**config.mk**
```make
export PLATFORM = sky130hd
export DESIGN_NAME = ex_alu_flat
export DESIGN_NICKNAME = d
export VERILOG_FILES = /design/src/rtl/ex_alu_pkg.sv /design/src/rtl/ex_alu_if.sv /design/src/rtl/ex_alu_mul_iter.sv /design/src/rtl/ex_alu.sv /design/src/flat_wrapper.sv
export SDC_FILE = /design/constraint.sdc
export NUM_CORES = 1
export LEC_CHECK = 0
export BUFFER_PORTS_ARGS = -buffer_cell sky130_fd_sc_hd__buf_2
export CAP_MARGIN = 30
export CORE_ASPECT_RATIO = 1.4
export CORE_UTILIZATION = 40
export DETAILED_ROUTE_END_ITERATION = 10
export GPL_ROUTABILITY_DRIVEN = 0
export MAX_ROUTING_LAYER = met4
export PLACE_DENSITY_LB_ADDON = 0.12
export RECOVER_POWER = 50
export SYNTH_ARGS = -nofsm -noshare
export SYNTH_HDL_FRONTEND = slang
export SYNTH_SLANG_ARGS = --single-unit
```
**constraint.sdc**
```tcl
create_clock -name clk_i -period 5.2 [get_ports clk_i]
set_clock_uncertainty 0.1 [all_clocks]
set_input_delay 0.26 -clock clk_i [delete_from_list [all_inputs] [get_ports clk_i]]
set_output_delay 0.26 -clock clk_i [all_outputs]
set_load 0.1 [all_outputs]
```
**src/rtl/ex_alu_pkg.sv**
```systemverilog
// Shared constants for the EX-stage ALU: operand width, ALU control
// encodings, FSM states and the single-cycle operation helper.
package ex_alu_pkg;

    localparam int WIDTH = 32;
    localparam int CNT_W = 5;

    // ALU control codes shared with the decoder (ADDI / LW / SW use ADD,
    // BEQ compare uses SUB).
    typedef enum logic [2:0] {
        ALU_AND  = 3'b000,
        ALU_XOR  = 3'b001,
        ALU_SLL  = 3'b010,
        ALU_ADD  = 3'b011,
        ALU_SUB  = 3'b100,
        ALU_MUL  = 3'b101,
        ALU_SRAI = 3'b110,
        ALU_RSVD = 3'b111
    } alu_ctrl_e;

    typedef enum logic {
        ST_IDLE    = 1'b0,
        ST_MUL_RUN = 1'b1
    } alu_state_e;

    // Result of every op that completes in one cycle; MUL and the reserved
    // code fall to zero here (MUL never takes this path).
    function automatic logic [WIDTH-1:0] alu_single(
        input logic [2:0]       ctrl,
        input logic [WIDTH-1:0] a,
        input logic [WIDTH-1:0] b
    );
        logic [4:0] sh;
        sh = b[4:0];
        case (ctrl)
            ALU_AND:  alu_single = a & b;
            ALU_XOR:  alu_single = a ^ b;
            ALU_SLL:  alu_single = a << sh;
            ALU_ADD:  alu_single = a + b;
            ALU_SUB:  alu_single = a - b;
            ALU_SRAI: alu_single = $signed(a) >>> sh;
            default:  alu_single = {WIDTH{1'b0}};
        endcase
    endfunction

endpackage

```
**src/rtl/ex_alu_if.sv**
```systemverilog
// Request/result bundle between the EX stage control and the ALU.
interface ex_alu_if;
    import ex_alu_pkg::*;

    logic             start;
    logic [2:0]       ctrl;
    logic [WIDTH-1:0] data1;
    logic [WIDTH-1:0] data2;
    logic             flush;
    logic [WIDTH-1:0] result;
    logic             zero;
    logic             done;
    logic             busy;

    modport master (
        output start, ctrl, data1, data2, flush,
        input  result, zero, done, busy
    );

    modport slave (
        input  start, ctrl, data1, data2, flush,
        output result, zero, done, busy
    );

endinterface

```
**src/rtl/ex_alu_mul_iter.sv**
```systemverilog
// mul_iter: shift-add multiplier core. One partial product per clock; p_o is
// the accumulator including the current step, so the owner can capture the
// final product on the same edge that performs iteration 31.
module ex_alu_mul_iter
    import ex_alu_pkg::*;
(
    input  logic             clk_i,
    input  logic             rst_i,
    input  logic             load_i,
    input  logic             flush_i,
    input  logic [WIDTH-1:0] a_i,
    input  logic [WIDTH-1:0] b_i,
    output logic [WIDTH-1:0] p_o,
    output logic             last_o
);

    logic [WIDTH-1:0] mcand_q, mcand_d;
    logic [WIDTH-1:0] mplier_q, mplier_d;
    logic [WIDTH-1:0] acc_q, acc_d;
    logic [CNT_W-1:0] cnt_q, cnt_d;
    logic [WIDTH-1:0] acc_step_s;

    assign acc_step_s = mplier_q[0] ? (acc_q + mcand_q) : acc_q;
    assign p_o        = acc_step_s;
    assign last_o     = (cnt_q == 5'd31);

    // Next-state: flush clears, load seeds operands, otherwise one iteration.
    always_comb begin
        mcand_d  = mcand_q;
        mplier_d = mplier_q;
        acc_d    = acc_q;
        cnt_d    = cnt_q;
        if (flush_i) begin
            mcand_d  = {WIDTH{1'b0}};
            mplier_d = {WIDTH{1'b0}};
            acc_d    = {WIDTH{1'b0}};
            cnt_d    = 5'd0;
        end else if (load_i) begin
            mcand_d  = a_i;
            mplier_d = b_i;
            acc_d    = {WIDTH{1'b0}};
            cnt_d    = 5'd0;
        end else begin
            mcand_d  = mcand_q << 1;
            mplier_d = mplier_q >> 1;
            acc_d    = acc_step_s;
            cnt_d    = cnt_q + 5'd1;
        end
    end

    // Datapath registers with asynchronous reset.
    always_ff @(posedge clk_i or posedge rst_i) begin
        if (rst_i) begin
            mcand_q  <= {WIDTH{1'b0}};
            mplier_q <= {WIDTH{1'b0}};
            acc_q    <= {WIDTH{1'b0}};
            cnt_q    <= 5'd0;
        end else begin
            mcand_q  <= mcand_d;
            mplier_q <= mplier_d;
            acc_q    <= acc_d;
            cnt_q    <= cnt_d;
        end
    end

endmodule

```
**src/rtl/ex_alu.sv**
```systemverilog
// EX-stage ALU: single-cycle ops finish in one clock, MUL iterates for 32
// clocks behind busy. Result, zero and done are registered for EX/MEM.
module ex_alu
    import ex_alu_pkg::*;
(
    input  logic   clk_i,
    input  logic   rst_i,
    ex_alu_if.slave bus
);

    alu_state_e       state_q, state_d;
    logic [WIDTH-1:0] result_q, result_d;
    logic             zero_q, zero_d;
    logic             done_q, done_d;
    logic             mul_load_s;
    logic             mul_last_s;
    logic [WIDTH-1:0] mul_p_s;

    ex_alu_mul_iter u_mul_iter (
        .clk_i   (clk_i),
        .rst_i   (rst_i),
        .load_i  (mul_load_s),
        .flush_i (bus.flush),
        .a_i     (bus.data1),
        .b_i     (bus.data2),
        .p_o     (mul_p_s),
        .last_o  (mul_last_s)
    );

    // FSM next-state and result selection; flush always beats a request
    // or a completing multiply.
    always_comb begin
        state_d    = state_q;
        result_d   = result_q;
        done_d     = 1'b0;
        mul_load_s = 1'b0;
        case (state_q)
            ST_IDLE: begin
                if (bus.flush) begin
                    state_d = ST_IDLE;
                end else if (bus.start) begin
                    if (bus.ctrl == ALU_MUL) begin
                        mul_load_s = 1'b1;
                        state_d    = ST_MUL_RUN;
                    end else begin
                        result_d = alu_single(bus.ctrl, bus.data1, bus.data2);
                        done_d   = 1'b1;
                    end
                end else begin
                    state_d = ST_IDLE;
                end
            end
            ST_MUL_RUN: begin
                if (bus.flush) begin
                    state_d = ST_IDLE;
                end else if (mul_last_s) begin
                    result_d = mul_p_s;
                    done_d   = 1'b1;
                    state_d  = ST_IDLE;
                end else begin
                    state_d = ST_MUL_RUN;
                end
            end
            default: state_d = ST_IDLE;
        endcase
        zero_d = (result_d == {WIDTH{1'b0}});
    end

    // State and output registers.
    always_ff @(posedge clk_i or posedge rst_i) begin
        if (rst_i) begin
            state_q  <= ST_IDLE;
            result_q <= {WIDTH{1'b0}};
            zero_q   <= 1'b1;
            done_q   <= 1'b0;
        end else begin
            state_q  <= state_d;
            result_q <= result_d;
            zero_q   <= zero_d;
            done_q   <= done_d;
        end
    end

    assign bus.result = result_q;
    assign bus.zero   = zero_q;
    assign bus.done   = done_q;
    assign bus.busy   = (state_q == ST_MUL_RUN);

endmodule

```
**src/flat_wrapper.sv**
```systemverilog
// flat-port wrapper written by rule: the top's interface ports become plain ports
module ex_alu_flat import ex_alu_pkg::*;
  (clk_i, rst_i, bus_start, bus_ctrl, bus_data1, bus_data2, bus_flush, bus_result, bus_zero, bus_done, bus_busy);
  ex_alu_if bus_i ();
  input  logic clk_i;
  input  logic rst_i;
  input wire logic [$bits(bus_i.start)-1:0] bus_start;
  input wire logic [$bits(bus_i.ctrl)-1:0] bus_ctrl;
  input wire logic [$bits(bus_i.data1)-1:0] bus_data1;
  input wire logic [$bits(bus_i.data2)-1:0] bus_data2;
  input wire logic [$bits(bus_i.flush)-1:0] bus_flush;
  output wire logic [$bits(bus_i.result)-1:0] bus_result;
  output wire logic [$bits(bus_i.zero)-1:0] bus_zero;
  output wire logic [$bits(bus_i.done)-1:0] bus_done;
  output wire logic [$bits(bus_i.busy)-1:0] bus_busy;
  assign bus_i.start = bus_start;
  assign bus_i.ctrl = bus_ctrl;
  assign bus_i.data1 = bus_data1;
  assign bus_i.data2 = bus_data2;
  assign bus_i.flush = bus_flush;
  assign bus_result = bus_i.result;
  assign bus_zero = bus_i.zero;
  assign bus_done = bus_i.done;
  assign bus_busy = bus_i.busy;
  ex_alu u_core (.clk_i(clk_i), .rst_i(rst_i), .bus(bus_i));
endmodule
```
==> impl_summary.txt <==
----------------------------------------------------
[GRT]
  Largest net degree at the start of global routing ... 130
  First-pass GRT wire length ... between 100000 and 150000 um
  Remaining global-route overflow ... 0
  Total routing resource utilization after global routing ... 0.385
  Vias in the first global route ... ~17000
  Number of antenna violations at the first check in global routing ... 8

[Pwr]
  Switch Pwr ... roughly 2.0 mW
  P_int ... 2.46 mW
  Portion of total power attributed to the clock network ... 0.288
  Power density normalized to cell area ... 239 mW/mm^2
  Portion of total power attributed to combinational logic ... 0.442
  Fraction of power consumed by sequential logic ... 0.270
  Switching share of power ... 0.443
  Leakage power ... 8.04 nW
  Maximum vdd ir drop ... roughly 230 uV

[Final layout]
  Fin area ... approximately 0.018 sq mm
  Number of filler cells placed in the layout ... between 3000 and 4000
  Layout area overhead ... 16.4%
  Nets@finish ... between 2000 and 2500
  Share of post-route cells with drive strength above 1 ... 0.186

[STA]
  Post-route clock period utilization ... 0.971
  Fmax ... just under 200 MHz
  WHS ... around 16 ps
  Max Slew Vio Count ... 213
  Count of final hold-check violations ... 0
  Minimum clock period after layout ... between 5000 and 6000 ps
  Relative slew slack ... -1.30
  Worst Tran Pin Value ... about 3500 ps
  Setup violators final ... 0

[Critical path]
  Last element of the critical path ... u_core.bus.zero
  Arrival time at the worst endpoint ... around 5400 ps
  Endpoint type of the worst setup path ... flip-flop
  Critical path cell sequence ... buf_2 -> or4_4 -> or3_4 -> or3_1 -> or3_4 -> nor3_1 -> nand2b_1 -> o21ai_0 -> xor2_1 -> ha_1 -> o21ai_0 -> nor2_1 -> o31ai_1 -> o311a_1 -> a21oi_1 -> a41oi_2 -> xnor2_2 -> a221o_1 -> or4_1 -> nor4_2 -> and4b_1
  R2R setup slack ... about 900 ps
  Type of the worst setup path ... in2reg
  Maximum fanout count along the critical path ... 3
  Cell with the largest stage delay on the worst path ... sky130_fd_sc_hd__or4_1
  WP data required ... between 5000 and 6000 ps
  Startpoint of the worst-slack reg-to-reg timing path ... u_core.u_mul_iter.mcand_q[1]
  Critical path origin ... bus_data2[14]
  Worst stage delay on the critical path ... roughly 570 ps
  Worst reg-to-reg path cell count ... 13
  Startpoint types ... primary input
  Crit Reg-Reg Endpoint ... u_core.bus.zero

[Hold path]
  Class of the tightest hold or removal check ... in2reg

[Floorplanning]
  Die area ... between 0.04 and 0.05 sq mm
  Width of the chip ... roughly 170 um
  Die H ... around 240 um
  Starting utilization of the core area ... 0.404
  Floorplan Core Area ... 0.0393 sq mm
  Count of pins on the block boundary ... 106
  Number of standard-cell rows in the floorplan ... 86

[Route]
  Routed wire length ... 74800 um
  Per-cell via count in the routed design ... 6.52
  Vias post-DR ... between 15000 and 20000
  Iteration count of the initial detailed-routing pass ... 6
  Number of remaining DRC errors ... 0
  Detailed-route wire length per cell ... around 28 um
  Detailed router's first-iteration violation count ... ~2300
  Remaining antenna violation count ... 0

[Place]
  Number of buffer cells added on primary ports ... roughly 110
  Cell area after placement ... 0.0177 sq mm
  Total half-perimeter wirelength after legalization and detailed placement ... 54300 um

[Clock network]
  Library cell used as clock root buffer ... sky130_fd_sc_hd__clkbuf_16
  Clock buffers created by TritonCTS ... 17
  Insertion delay of the later-clocked pin in the worst-skew pair ... roughly 460 ps
  CTS Buffer Depth ... 2
  Clock Pin Slew Worst Setup and Hold Paths ... roughly 70 ps
  Number of H-tree levels ... 4
  CTS sink count ... ~140
  CTS tree ... done

[Job]
  Max-Cap Viols ... 2

[Outcome]
  Run status ... finished with violations
  Failing checks ... max-capacitance violations, max-slew violations

[Synthesis]
  Predominant post-synthesis flop cell ... sky130_fd_sc_hd__dfrtp_1
  Flops & latches, synth ... roughly 140
  Area contributors post-synth ... sky130_fd_sc_hd__dfrtp_1, sky130_fd_sc_hd__ha_1, sky130_fd_sc_hd__mux2i_1
  Number of enable-type register cells in the synthesized netlist ... 0
  Net count after synthesis ... between 2000 and 2500
  Most frequent cells after synthesis ... sky130_fd_sc_hd__nand2_1, sky130_fd_sc_hd__o21ai_0, sky130_fd_sc_hd__nor2_1
  Most numerous cell in the Yosys netlist ... sky130_fd_sc_hd__nand2_1
  Yosys cell types ... 83
  Number of standard cells after synthesis ... 2015
  Synth async-reset ratio ... 1.00
  Post-Syn Area per Cell ... 7.88 sq um
  Top-area cell type share of the netlist area ... 0.213
  Warnings from Yosys ... 0
  Mapped Area ... between 0.015 and 0.02 sq mm
  Sequential-to-total area share from yosys stat ... 0.215
  Cell type with the largest total area after synthesis ... sky130_fd_sc_hd__dfrtp_1

----------------------------------------------------
-- layout make-up --
class                           instances  area (sq um)  area share
Clock buffer                           18           429      0.0232
Clock inverter                         14           160     0.00867
Sequential cell                       136          3410       0.184
Tap cell                              528           661      0.0358
Timing Repair Buffer                  279          1800      0.0975
Antenna cell                            8          20.0     0.00108
Inverter                               24          92.6     0.00501
Multi-Input combinational cell       1702         11900       0.644
-- worst min path at each step --
stage | from | to | slack, ps | cells after the start
after floorplan | bus_data1[10] | u_core.u_mul_iter.mcand_q[10] | 280 | 2
after global placement | u_core.u_mul_iter.cnt_q[0] | u_core.u_mul_iter.cnt_q[0] | 350 | 1
after detailed placement | u_core.u_mul_iter.cnt_q[0] | u_core.u_mul_iter.cnt_q[0] | 350 | 1
after CTS | bus_data2[8] | u_core.u_mul_iter.mplier_q[8] | 0.8 | 3
after global routing | bus_data2[21] | u_core.u_mul_iter.mplier_q[21] | 40 | 3
final | bus_data2[8] | u_core.u_mul_iter.mplier_q[8] | 20 | 3
-- through the flow --
step / TNS [ps] / total power, mW / util / cells / worst slack [ps]
finish: 0 / 4.42 / 0.470 / 2709 / 149
global route: -110 / 4.57 / 0.470 / 2709 / -110
CTS: 0 / 4.36 / 0.469 / 2695 / 109
detailed placement: -364 / 3.07 / 0.452 / 2655 / -359
global placement: -342 / 3.06 / 0.452 / 2655 / -342
floorplan: -64.0 / 2.39 / - / 2015 / -64.0
-- worst max-delay path, delay by kind of cell --
| family | cells | cell delay, ps |
|---|---|---|
| and+or+nand+nor | 10 | 2970 |
| AOI/OAI and AO/OA | 7 | 1480 |
| xor gates and xnor gates | 2 | 270 |
| adders and majority gates | 1 | 260 |
| buffers and inverters | 1 | 100 |
-- power by group through the flow --
stage	Clock (mW)	Sequential, mW	Combinational [mW]
5_1_grt	1.34	1.19	2.04
6_report	1.27	1.19	1.95
3_3_place_gp	0	1.21	1.86
2_1_floorplan	0	1.48	0.904
3_5_place_dp	0	1.21	1.86
4_1_cts	1.30	1.19	1.87
-- cells by family after synthesis --
| logic type | share of synthesized area |
|---|---|
| buffers and inverters | 0.0433 |
| adder cells (fa/ha/maj) | 0.0798 |
| AO/OA/AOI/OAI | 0.263 |
| AND/OR/NAND/NOR | 0.212 |
| XOR/XNOR | 0.0414 |
| multiplexers | 0.146 |
| flip-flops | 0.215 |
-- layout by cell type, fill, tap and decap left out, types with 35 or more instances in the layout --
| cell | netlist | layout |
|---|---|---|
| sky130_fd_sc_hd__o21ai_0 | 176 | 173 |
| sky130_fd_sc_hd__nor2_1 | 166 | 166 |
| sky130_fd_sc_hd__mux2_2 | 57 | 57 |
| sky130_fd_sc_hd__ha_1 | 98 | 97 |
| sky130_fd_sc_hd__buf_4 | 1 | 160 |
| sky130_fd_sc_hd__clkbuf_1 | 117 | 35 |
| sky130_fd_sc_hd__mux2i_1 | 104 | 104 |
| sky130_fd_sc_hd__xor2_1 | 48 | 48 |
| sky130_fd_sc_hd__a21oi_1 | 150 | 149 |
| sky130_fd_sc_hd__nand2_1 | 228 | 228 |
| sky130_fd_sc_hd__dfrtp_1 | 135 | 134 |
| sky130_fd_sc_hd__buf_2 | 15 | 73 |
| sky130_fd_sc_hd__nand2b_1 | 85 | 85 |
-- layer usage --
layer	up-vias	GRT usage	routed length, um
met5	-	-	0
met4	0	0.280	6320
met3	325	0.115	7540
met2	1099	0.562	32300
met1	8430	0.445	28600
li1	7820	-	-
-- sequential cells by signal, indices dropped and copies added (netlist names) --
| signal | count |
|---|---|
| u_core.bus.busy | 1 |
| u_core.bus.done | 1 |
| u_core.bus.result | 32 |
| u_core.bus.zero | 1 |
| u_core.u_mul_iter.acc_q | 32 |
| u_core.u_mul_iter.cnt_q | 5 |
| u_core.u_mul_iter.mcand_q | 32 |
| u_core.u_mul_iter.mplier_q | 32 |
-- timing repair --
action | 4_1_cts | 5_1_grt
hold buffers | 8 | 0
setup buffers | 0 | 1
endpoints found under the hold margin | 88 | 0
setup endpoints to repair | 0 | 1
gates resized for setup | 0 | 11
(Power assumes the default switching activity.)
